<file path="src/rtl/reg_write_arbiter.sv">
// reg_write_arbiter
//   Arbitrates two register-file write requesters (A, B) onto a single write
//   port. Each grant lasts one cycle. The requester that was just acked sits
//   out the next arbitration, so one requester alone gets at most one write
//   every two cycles, while two alternating requesters get one write per cycle.
//
// Ports
//   clk, reset          clock; asynchronous active-high reset
//   req_a/req_b         write requests, held until acked
//   addr_a/addr_b       target register addresses (ADDR_WIDTH)
//   data_a/data_b       write data (DATA_WIDTH)
//   ack_a/ack_b         one-cycle pulse: that requester's write happens now
//   we, wAddr, wData    register-file write port
//   collide             pulse: both requesters competed for the same address
//                       at the previous edge
//
// Configuration
//   REG_WR_ARB_RR_EN    defined   -> round-robin tie-break using last_grant
//                       undefined -> fixed priority, A wins every tie
module reg_write_arbiter #(
  parameter int DATA_WIDTH = 32,
  parameter int ADDR_WIDTH = 3
) (
  input  logic                  clk,
  input  logic                  reset,
  input  logic                  req_a,
  input  logic                  req_b,
  input  logic [ADDR_WIDTH-1:0] addr_a,
  input  logic [ADDR_WIDTH-1:0] addr_b,
  input  logic [DATA_WIDTH-1:0] data_a,
  input  logic [DATA_WIDTH-1:0] data_b,
  output logic                  ack_a,
  output logic                  ack_b,
  output logic                  we,
  output logic [ADDR_WIDTH-1:0] wAddr,
  output logic [DATA_WIDTH-1:0] wData,
  output logic                  collide
);

  typedef enum logic [1:0] {IDLE = 2'd0, WR_A = 2'd1, WR_B = 2'd2} state_t;

  state_t                  state, state_nxt;
  logic                    elig_a, elig_b;
  logic                    grant_a, grant_b;
  logic [ADDR_WIDTH-1:0]   w_addr_q;
  logic [DATA_WIDTH-1:0]   w_data_q;
  logic                    collide_q;

  // A requester being acked this cycle is excluded, so a held req is not
  // granted twice back to back.
  assign elig_a = req_a && (state != WR_A);
  assign elig_b = req_b && (state != WR_B);

`ifdef REG_WR_ARB_RR_EN
  // last_grant: 1 = B was granted last, 0 = A. Resets to B so A wins the
  // first tie.
  logic last_grant;

  always_ff @(posedge clk or posedge reset) begin
    if (reset)        last_grant <= 1'b1;
    else if (grant_a) last_grant <= 1'b0;
    else if (grant_b) last_grant <= 1'b1;
  end
`endif

  always_comb begin
    grant_a = 1'b0;
    grant_b = 1'b0;
    if (elig_a && elig_b) begin
`ifdef REG_WR_ARB_RR_EN
      grant_a = last_grant;
      grant_b = !last_grant;
`else
      grant_a = 1'b1;
`endif
    end else begin
      grant_a = elig_a;
      grant_b = elig_b;
    end
  end

  // State register
  always_ff @(posedge clk or posedge reset) begin
    if (reset) state <= IDLE;
    else        state <= state_nxt;
  end

  // Next-state logic
  always_comb begin
    state_nxt = IDLE;
    if (grant_a)      state_nxt = WR_A;
    else if (grant_b) state_nxt = WR_B;
  end

  // Write address/data latched at the granting edge; held while idle.
  always_ff @(posedge clk or posedge reset) begin
    if (reset) begin
      w_addr_q  <= '0;
      w_data_q  <= '0;
      collide_q <= 1'b0;
    end else begin
      collide_q <= elig_a && elig_b && (addr_a == addr_b);
      if (grant_a) begin
        w_addr_q <= addr_a;
        w_data_q <= data_a;
      end else if (grant_b) begin
        w_addr_q <= addr_b;
        w_data_q <= data_b;
      end
    end
  end

  // Output logic, decoded purely from registered state
  always_comb begin
    we      = (state != IDLE);
    ack_a   = (state == WR_A);
    ack_b   = (state == WR_B);
    wAddr   = w_addr_q;
    wData   = w_data_q;
    collide = collide_q;
  end

endmodule

</file>
<file path="config.mk">
export PLATFORM = sky130hd
export DESIGN_NAME = reg_write_arbiter
export DESIGN_NICKNAME = d
export VERILOG_FILES = /design/src/rtl/reg_write_arbiter.sv
export SDC_FILE = /design/constraint.sdc
export NUM_CORES = 1
export LEC_CHECK = 0
export ABC_AREA = 1
export CORE_MARGIN = 2
export CORE_UTILIZATION = 43
export DETAILED_ROUTE_END_ITERATION = 16
export PLACE_DENSITY = 0.86
export SLEW_MARGIN = 20
export SYNTH_ARGS = -nofsm -noshare
export SYNTH_HDL_FRONTEND = slang
export SYNTH_SLANG_ARGS = --single-unit
export TNS_END_PERCENT = 10
</file>
<file path="constraint.sdc">
create_clock -name clk -period 3.3 [get_ports clk]
set_input_delay 0.495 -clock clk [delete_from_list [all_inputs] [get_ports clk]]
set_output_delay 0.495 -clock clk [all_outputs]
set_load 0.02 [all_outputs]
</file>
==> results.cfg, run 1 <==
[timing]
post-route-min-period_ps = 2230
post-route-period-util_pct = 67.5
hold_violations = 0
max_slew.worst_pin.slew_ps = 491
maxSlewHeadroom_pct = 67.2
fmax_ghz = 0.449
timing.hold.ws_ps = 479
setup_viol = 0
rsz0062_at_grt = no
tns_ps = 0
finalClockSkew_ps = 3.63
slew_viol_final = 0

[final_layout]
final_common_cell = clkdlybuf4s50_1
diodes = 0
final_cell_mix = 112 x clkdlybuf4s50_1, 102 x nand2_1, 75 x nand3_1
nets = 492
drive_above_1_share_pct = 4.07
area_growth_pct = 55.3

[yosys]
syn_inst = 312
synth_area_leaders = dfrtp_1 44%, nand2_1 18%, nand3_1 17%
ys_types = 15
synth_warnings = 0
ys_seq_area_share_pct = 44.0
netlist_area_mm2 = 0.00216
yosysTopAreaCell = dfrtp_1
ys_seq_elements = 38
synth_top_area_share_pct = 44.0
syn_nets = 386
syn_area_per_cell_um2 = 6.92

[route]
ant_nets = 0
via_per_inst = 4.60
via_count = 2229
routed_wirelength_mm = 5.47
drc = 0
first_iter_violations = 113
first_pass_iters = 4
wire_per_inst_um = 11.3

[global_routing]
antenna_found_initial = 0
grt_pass1_wl_mm = 9.11
first_global_vias = 2154
grt_max_degree = 41
overflow = 0
grt_usage_pct = 20.9

[pwr]
irDropWorstVdd_v = 0.000293
powerDensity_mw_per_mm2 = 420
p_leak_nw = 1.79
finalPower_mw = 1.41

[worst_hold_path]
hold_class = reg -> reg

[floorplanning]
die_h_um = 74.9
start_util_pct = 45.1
core_area_mm2 = 0.00479
pin_count = 113
rows = 25
die-width_um = 74.9
dieArea_mm2 = 0.00560

[critical_path]
worst_setup_path_start_kind = flip-flop
slowest_delay_ps = 610
path_class = reg -> out
end_kind = output pin
critPathSlowestCell = clkdlybuf4s50_1
required_ps = 2800
crit_chain = inv_2, nand2_4, inv_1, clkdlybuf4s50_1
worst_ep_arrival_time_ps = 1730
cp_max_fo = 33

[placed_design]
hpwl_mm = 4.02
gp_congestion = 0.764
port_buffers = 112

[run]
maxCapViolCount = 0

[clock_network]
clk_pin_slew_worst_paths_ps = 70
max-clock-path-buffers = 2
htreeDepth = 2
holdBufCountCts = 0
cts_root_buf = clkbuf_8
post_cts_resized = 0
cts_tree = done
cts.sink_count = 38
numCtsBuffers = 5
post-cts-setup-buffers = 0
clock_latency_ps = 280

[outcome]
status = complete, no violations
[per-layer routing]
metal | GRT usage [%] | wire, µm | vias up
met5 | 0 | 0 | -
met4 | 5.56 | 21 | 0
met3 | 6.56 | 423 | 2
met2 | 38.9 | 2770 | 81
met1 | 22.9 | 2260 | 1003
li1 | - | - | 1143
[flip-flops by register name, indices dropped and copies added, names as in the netlist]
name     count
collide      1
state        2
wAddr        3
wData       32
[metrics by stage]
stage / util, % / std cells / worst slack (ps) / cell area (µm²)
final: 70.1 / 485 / 1070 / 3350
after global routing: 70.1 / 485 / 969 / 3350
after CTS: 70.1 / 485 / 1080 / 3350
after detailed placement: 68.5 / 478 / 1250 / 3280
after global placement: 68.5 / 478 / 1300 / 3280
after floorplan: - / 312 / 1940 / 2160
[critical path, delay by kind of cell, from the launching register on]
| family | cells | cell delay (ps) |
|---|---|---|
| buf+inv | 3 | 820 |
| flops | 1 | 420 |
| simple gates | 1 | 200 |
[report_power, final]
group | internal [mW] | leakage [nW] | switching, mW
registers | 0.538 | 0.455 | 0.0411
clock network | 0.145 | 0.0383 | 0.148
logic | 0.263 | 1.30 | 0.273
total | 0.947 | 1.79 | 0.463
[final timing paths]
kind,start,to,slack [ps],cells past startpoint
max in group asynchronous,reset,wData[23]$_DFFE_PP0P_,2340,3
min in group asynchronous,reset,wData[11]$_DFFE_PP0P_,630,3
hold / removal,wData[23]$_DFFE_PP0P_,wData[23]$_DFFE_PP0P_,480,2
setup reg to reg,state[1]$_DFF_PP0_,wData[18]$_DFFE_PP0P_,1490,7
setup / recovery,state[1]$_DFF_PP0_,ack_a,1070,4
hold reg to reg,wData[23]$_DFFE_PP0P_,wData[23]$_DFFE_PP0P_,480,2
[cell usage after synthesis]
library cell	n
clkbuf_1	3
xnor2_1	2
inv_1	67
nand3_1	75
inv_2	3
nor2_1	2
dfrtp_1	38
nand2_1	102
a21boi_1	1
buf_2	6
nand2_4	2
clkinv_2	1
buf_6	4
buf_4	3
nand2_2	3
[cell families after synthesis]
kind of cell | synth area share [%]
buf+inv | 17.4
simple gates | 37.4
xor+xnor | 0.811
flops | 44.0
compound gates | 0.348
[layout make-up]
class | count | area [µm²]
clock buffer | 7 | 76.3
tap | 67 | 83.8
sequential | 38 | 951
inverter | 71 | 268
multi-input combinational | 187 | 832
fill | 404 | 1430
timing repair buffer | 115 | 1140
Power figures use the tool's default switching activity.
==> inputs of run 2 (changes only) <==
--- a/config.mk
+++ b/config.mk
@@ -7,9 +7,9 @@
 export LEC_CHECK = 0
 export ABC_AREA = 1
 export CORE_MARGIN = 2
-export CORE_UTILIZATION = 43
+export CORE_UTILIZATION = 40
 export DETAILED_ROUTE_END_ITERATION = 16
-export PLACE_DENSITY = 0.86
+export PLACE_DENSITY = 0.81
 export SLEW_MARGIN = 20
 export SYNTH_ARGS = -nofsm -noshare
 export SYNTH_HDL_FRONTEND = slang
==> constraint.sdc (replaced) <==
create_clock -name clk -period 2.2 [get_ports clk]
set_input_delay 0.33 -clock clk [delete_from_list [all_inputs] [get_ports clk]]
set_output_delay 0.33 -clock clk [all_outputs]
set_load 0.02 [all_outputs]
==> results.cfg, run 2 (synthesis results as in run 1) <==
[final_layout]
diodes = 0
largest_reg_flops = 32
nets = 495
final_cell_mix = 112 x clkdlybuf4s50_1, 102 x nand2_1, 75 x nand3_1
drive_above_1_share_pct = 4.75
final_common_cell = clkdlybuf4s50_1
area_growth_pct = 56.5
final_util_pct = 65.4

[global_routing]
grt_max_degree = 39
grt_pass1_wl_mm = 10.2
overflow = 0
first_global_vias = 2199
antenna_found_initial = 0
grt_usage_pct = 21.2

[pwr]
clockPowerShare_pct = 20.6
swShare_pct = 33.1
power.internal_mw = 1.43
p_leak_nw = 1.81
power_frac_seq_pct = 40.9
irDropWorstVdd_v = 0.000303
power_switching_mw = 0.707
powerDensity_mw_per_mm2 = 631
comb_power_share_pct = 38.6

[clock_network]
post_cts_resized = 0
clk_pin_slew_worst_paths_ps = 70
htreeDepth = 2
clock_latency_ps = 280
cts_root_buf = clkbuf_8
max-clock-path-buffers = 2
cts.sink_count = 38
holdBufCountCts = 0
post-cts-setup-buffers = 0
numCtsBuffers = 5
cts_tree = done

[critical_path]
required_ps = 1870
worst_ep_arrival_time_ps = 1580
timing.rr.start = state[1]$_DFF_PP0_
end_kind = output pin
worst_setup_path_start_kind = flip-flop
startpoint = state[1]$_DFF_PP0_
path_class = reg -> out
cp_max_fo = 14

[timing]
max_slew.worst_pin.slew_ps = 494
slew_viol_final = 0
maxSlewHeadroom_pct = 67.0
post-route-min-period_ps = 1910
finalClockSkew_ps = 2.03
fin_ws_ps = 287
tns_ps = 0
post-route-period-util_pct = 87.0
hold_violations = 0
fmax_ghz = 0.523
rsz0062_at_grt = no
setup_viol = 0

[route]
via_per_inst = 4.66
wire_per_inst_um = 12.2
via_count = 2286
first_iter_violations = 115
routed_wirelength_mm = 5.98
ant_nets = 0
first_pass_iters = 4
drc = 0

[floorplanning]
pin_count = 113
rows = 26
start_util_pct = 41.8
die-width_um = 77.5
die_h_um = 77.5
dieArea_mm2 = 0.00600
core_area_mm2 = 0.00517

[run]
maxCapViolCount = 0

[placed_design]
port_buffers = 112
gp_congestion = 0.748
post-place-ws_ps = 433
hpwl_mm = 4.52

[worst_hold_path]
hold_class = in -> async

[outcome]
status = complete, no violations
[run 2: changes by cell type in the layout (fill, tap and decap cells not counted)]
cell	delta
buf_4	+3
[run 2: power by group through the flow]
stage | Combinational (mW) | Sequential [mW] | Clock [mW]
final | 0.824 | 0.872 | 0.439
after global routing | 0.901 | 0.883 | 0.493
after CTS | 0.833 | 0.872 | 0.458
after detailed placement | 0.827 | 0.884 | 0
after global placement | 0.812 | 0.880 | 0
after floorplan | 0.280 | 1.01 | 0
[run 2: worst paths after layout]
kind	cells after the start	to	slack, ps
worst min register to register	2	wData[13]$_DFFE_PP0P_	480
worst min-delay path	3	wData[6]$_DFFE_PP0P_	450
worst max-delay path	4	ack_a	290
min in group clk	2	wData[13]$_DFFE_PP0P_	480
worst max register to register	8	wData[22]$_DFFE_PP0P_	390
max in group asynchronous	3	wData[10]$_DFFE_PP0P_	1410
[run 2: area by class of cell]
cell class                 count  area, µm²
clock buffer                   7       76.3
tap                           70       87.6
fill                         437       1790
multi-input combinational    187        832
timing repair buffer         118       1170
inverter                      71        268
sequential                    38        951
[run 2: worst max-delay path: stages, from the launching register on]
cell and delay (ps):
dfrtp_1 410, inv_2 90, nand2_4 110, inv_1 90, clkdlybuf4s50_1 600
[run 2: metal layers]
layer | vias up | track usage (%) | share of wire (%)
li1 | 1147 | - | -
met1 | 1019 | 25.2 | 40
met2 | 110 | 37.7 | 51
met3 | 10 | 6.40 | 8.4
met4 | 0 | 5.00 | 1.2
met5 | - | 0 | 0
[run 2: metrics by stage]
stage | area, µm² | hold slack [ps] | cells | power, mW
finish | 3380 | 450 | 491 | 2.13
floorplan | 2160 | 463 | 312 | 1.29
global placement | 3300 | 462 | 484 | 1.69
detailed placement | 3300 | 464 | 484 | 1.71
CTS | 3380 | 465 | 491 | 2.16
global route | 3380 | 494 | 491 | 2.28
==> inputs of run 3 (changes only) <==
--- a/config.mk
+++ b/config.mk
@@ -7,9 +7,9 @@
 export LEC_CHECK = 0
 export ABC_AREA = 1
 export CORE_MARGIN = 2
-export CORE_UTILIZATION = 40
+export CORE_UTILIZATION = 43
 export DETAILED_ROUTE_END_ITERATION = 16
-export PLACE_DENSITY = 0.81
+export PLACE_DENSITY = 0.86
 export SLEW_MARGIN = 20
 export SYNTH_ARGS = -nofsm -noshare
 export SYNTH_HDL_FRONTEND = slang
==> constraint.sdc (replaced) <==
create_clock -name clk -period 2.3 [get_ports clk]
set_input_delay 0.345 -clock clk [delete_from_list [all_inputs] [get_ports clk]]
set_output_delay 0.345 -clock clk [all_outputs]
set_load 0.02 [all_outputs]
==> results.cfg, run 3 (synthesis results as in run 1) <==
[critical_path]
r2r.worst_path.cells = 8
path_class = reg -> out
required_ps = 1960
worst_ep_arrival_time_ps = 1540
timing.rr.start = state[1]$_DFF_PP0_
worst_setup_path_start_kind = flip-flop
end_kind = output pin
cp_max_fo = 11
r2r-end = wData[24]$_DFFE_PP0P_
r2r_setup_slack_ps = 570

[route]
wire_per_inst_um = 11.3
via_count = 2232
drc = 0
ant_nets = 0
first_iter_violations = 133
first_pass_iters = 4
via_per_inst = 4.56
routed_wirelength_mm = 5.52

[final_layout]
fill_cells = 415
final_cell_mix = 112 x clkdlybuf4s50_1, 102 x nand2_1, 75 x nand3_1
regArea_um2 = 951
final_common_cell = clkdlybuf4s50_1
area_growth_pct = 57.1
drive_above_1_share_pct = 5.21
nets = 495
diodes = 0
largest_reg_flops = 32
multi_input_area_um2 = 832

[timing]
max_slew.worst_pin.slew_ps = 490
finalClockSkew_ps = 2.25
hold_violations = 0
fin_ws_ps = 411
maxSlewHeadroom_pct = 67.3
rsz0062_at_grt = no
setup_viol = 0
post-route-min-period_ps = 1890
tns_ps = 0
slew_viol_final = 0
post-route-period-util_pct = 82.1
fmax_ghz = 0.529

[clock_network]
htreeDepth = 2
cts.sink_count = 38
cts_root_buf = clkbuf_8
cts_tree = done
max-clock-path-buffers = 2
post-cts-setup-buffers = 0
holdBufCountCts = 0
numCtsBuffers = 5
clock_latency_ps = 280
post_cts_resized = 0
clk_pin_slew_worst_paths_ps = 70

[placed_design]
port_buffers = 112
hpwl_mm = 4.07
gp_congestion = 0.768
post-place-ws_ps = 575

[pwr]
irDropWorstVdd_v = 0.000332
p_leak_nw = 1.82
powerDensity_mw_per_mm2 = 610

[global_routing]
overflow = 0
grt_pass1_wl_mm = 9.07
antenna_found_initial = 0
first_global_vias = 2099
grt_usage_pct = 21.0
grt_max_degree = 39

[floorplanning]
rows = 25
pin_count = 113
core_area_mm2 = 0.00479
die_h_um = 74.9
start_util_pct = 45.1
dieArea_mm2 = 0.00560
die-width_um = 74.9

[worst_hold_path]
hold_class = in -> async

[outcome]
status = complete, no violations

[run]
maxCapViolCount = 0
[run 3: final cells by class]
cell class / instances / share of cell area (%)
timing repair buffer: 118 / 34.4
sequential: 38 / 28.0
multi-input combinational: 187 / 24.5
inverter: 71 / 7.89
clock buffer: 7 / 2.55
tap: 67 / 2.47
clock inverter: 1 / 0.148
[run 3: worst max path at each step]
stage / to / cells past startpoint / slack, ps / start
3_5_place_dp: wData[9]$_DFFE_PP0P_ / 6 / 570 / req_b
3_3_place_gp: wData[25]$_DFFE_PP0P_ / 6 / 620 / req_b
2_1_floorplan: collide$_DFF_PP0_ / 1 / 1090 / reset
6_report: ack_a / 4 / 410 / state[1]$_DFF_PP0_
5_1_grt: ack_a / 4 / 330 / state[1]$_DFF_PP0_
4_1_cts: ack_a / 4 / 400 / state[1]$_DFF_PP0_
[run 3: per-stage QoR]
step	instance area (µm²)	util (%)	hold slack, ps	total power, mW	std cells
2_1_floorplan	2160	-	478	1.23	312
3_3_place_gp	3300	69.0	462	1.61	481
3_5_place_dp	3300	69.0	466	1.63	481
4_1_cts	3390	70.9	484	2.09	489
5_1_grt	3390	70.9	496	2.19	489
6_report	3390	70.9	471	2.07	489
[run 3: power by group]
group / total (mW) / switching [mW] / internal (mW)
combinational: 0.777 / 0.393 / 0.384
sequential: 0.834 / 0.0613 / 0.773
clock: 0.458 / 0.217 / 0.242
[run 3: worst max-delay path, cell delays in order, from the launching register on]
cell and delay, ps:
dfrtp_1 410, inv_2 90, nand2_4 90, inv_1 70
clkdlybuf4s50_1 600
[run 3: layer usage]
| layer | global-route usage (%) | part of all wire [%] | vias up |
|---|---|---|---|
| met5 | 0 | 0 | - |
| met4 | 5.75 | 1.2 | 0 |
| met3 | 6.02 | 7.3 | 8 |
| met2 | 37.1 | 49 | 83 |
| met1 | 24.9 | 42 | 990 |
| li1 | - | - | 1151 |
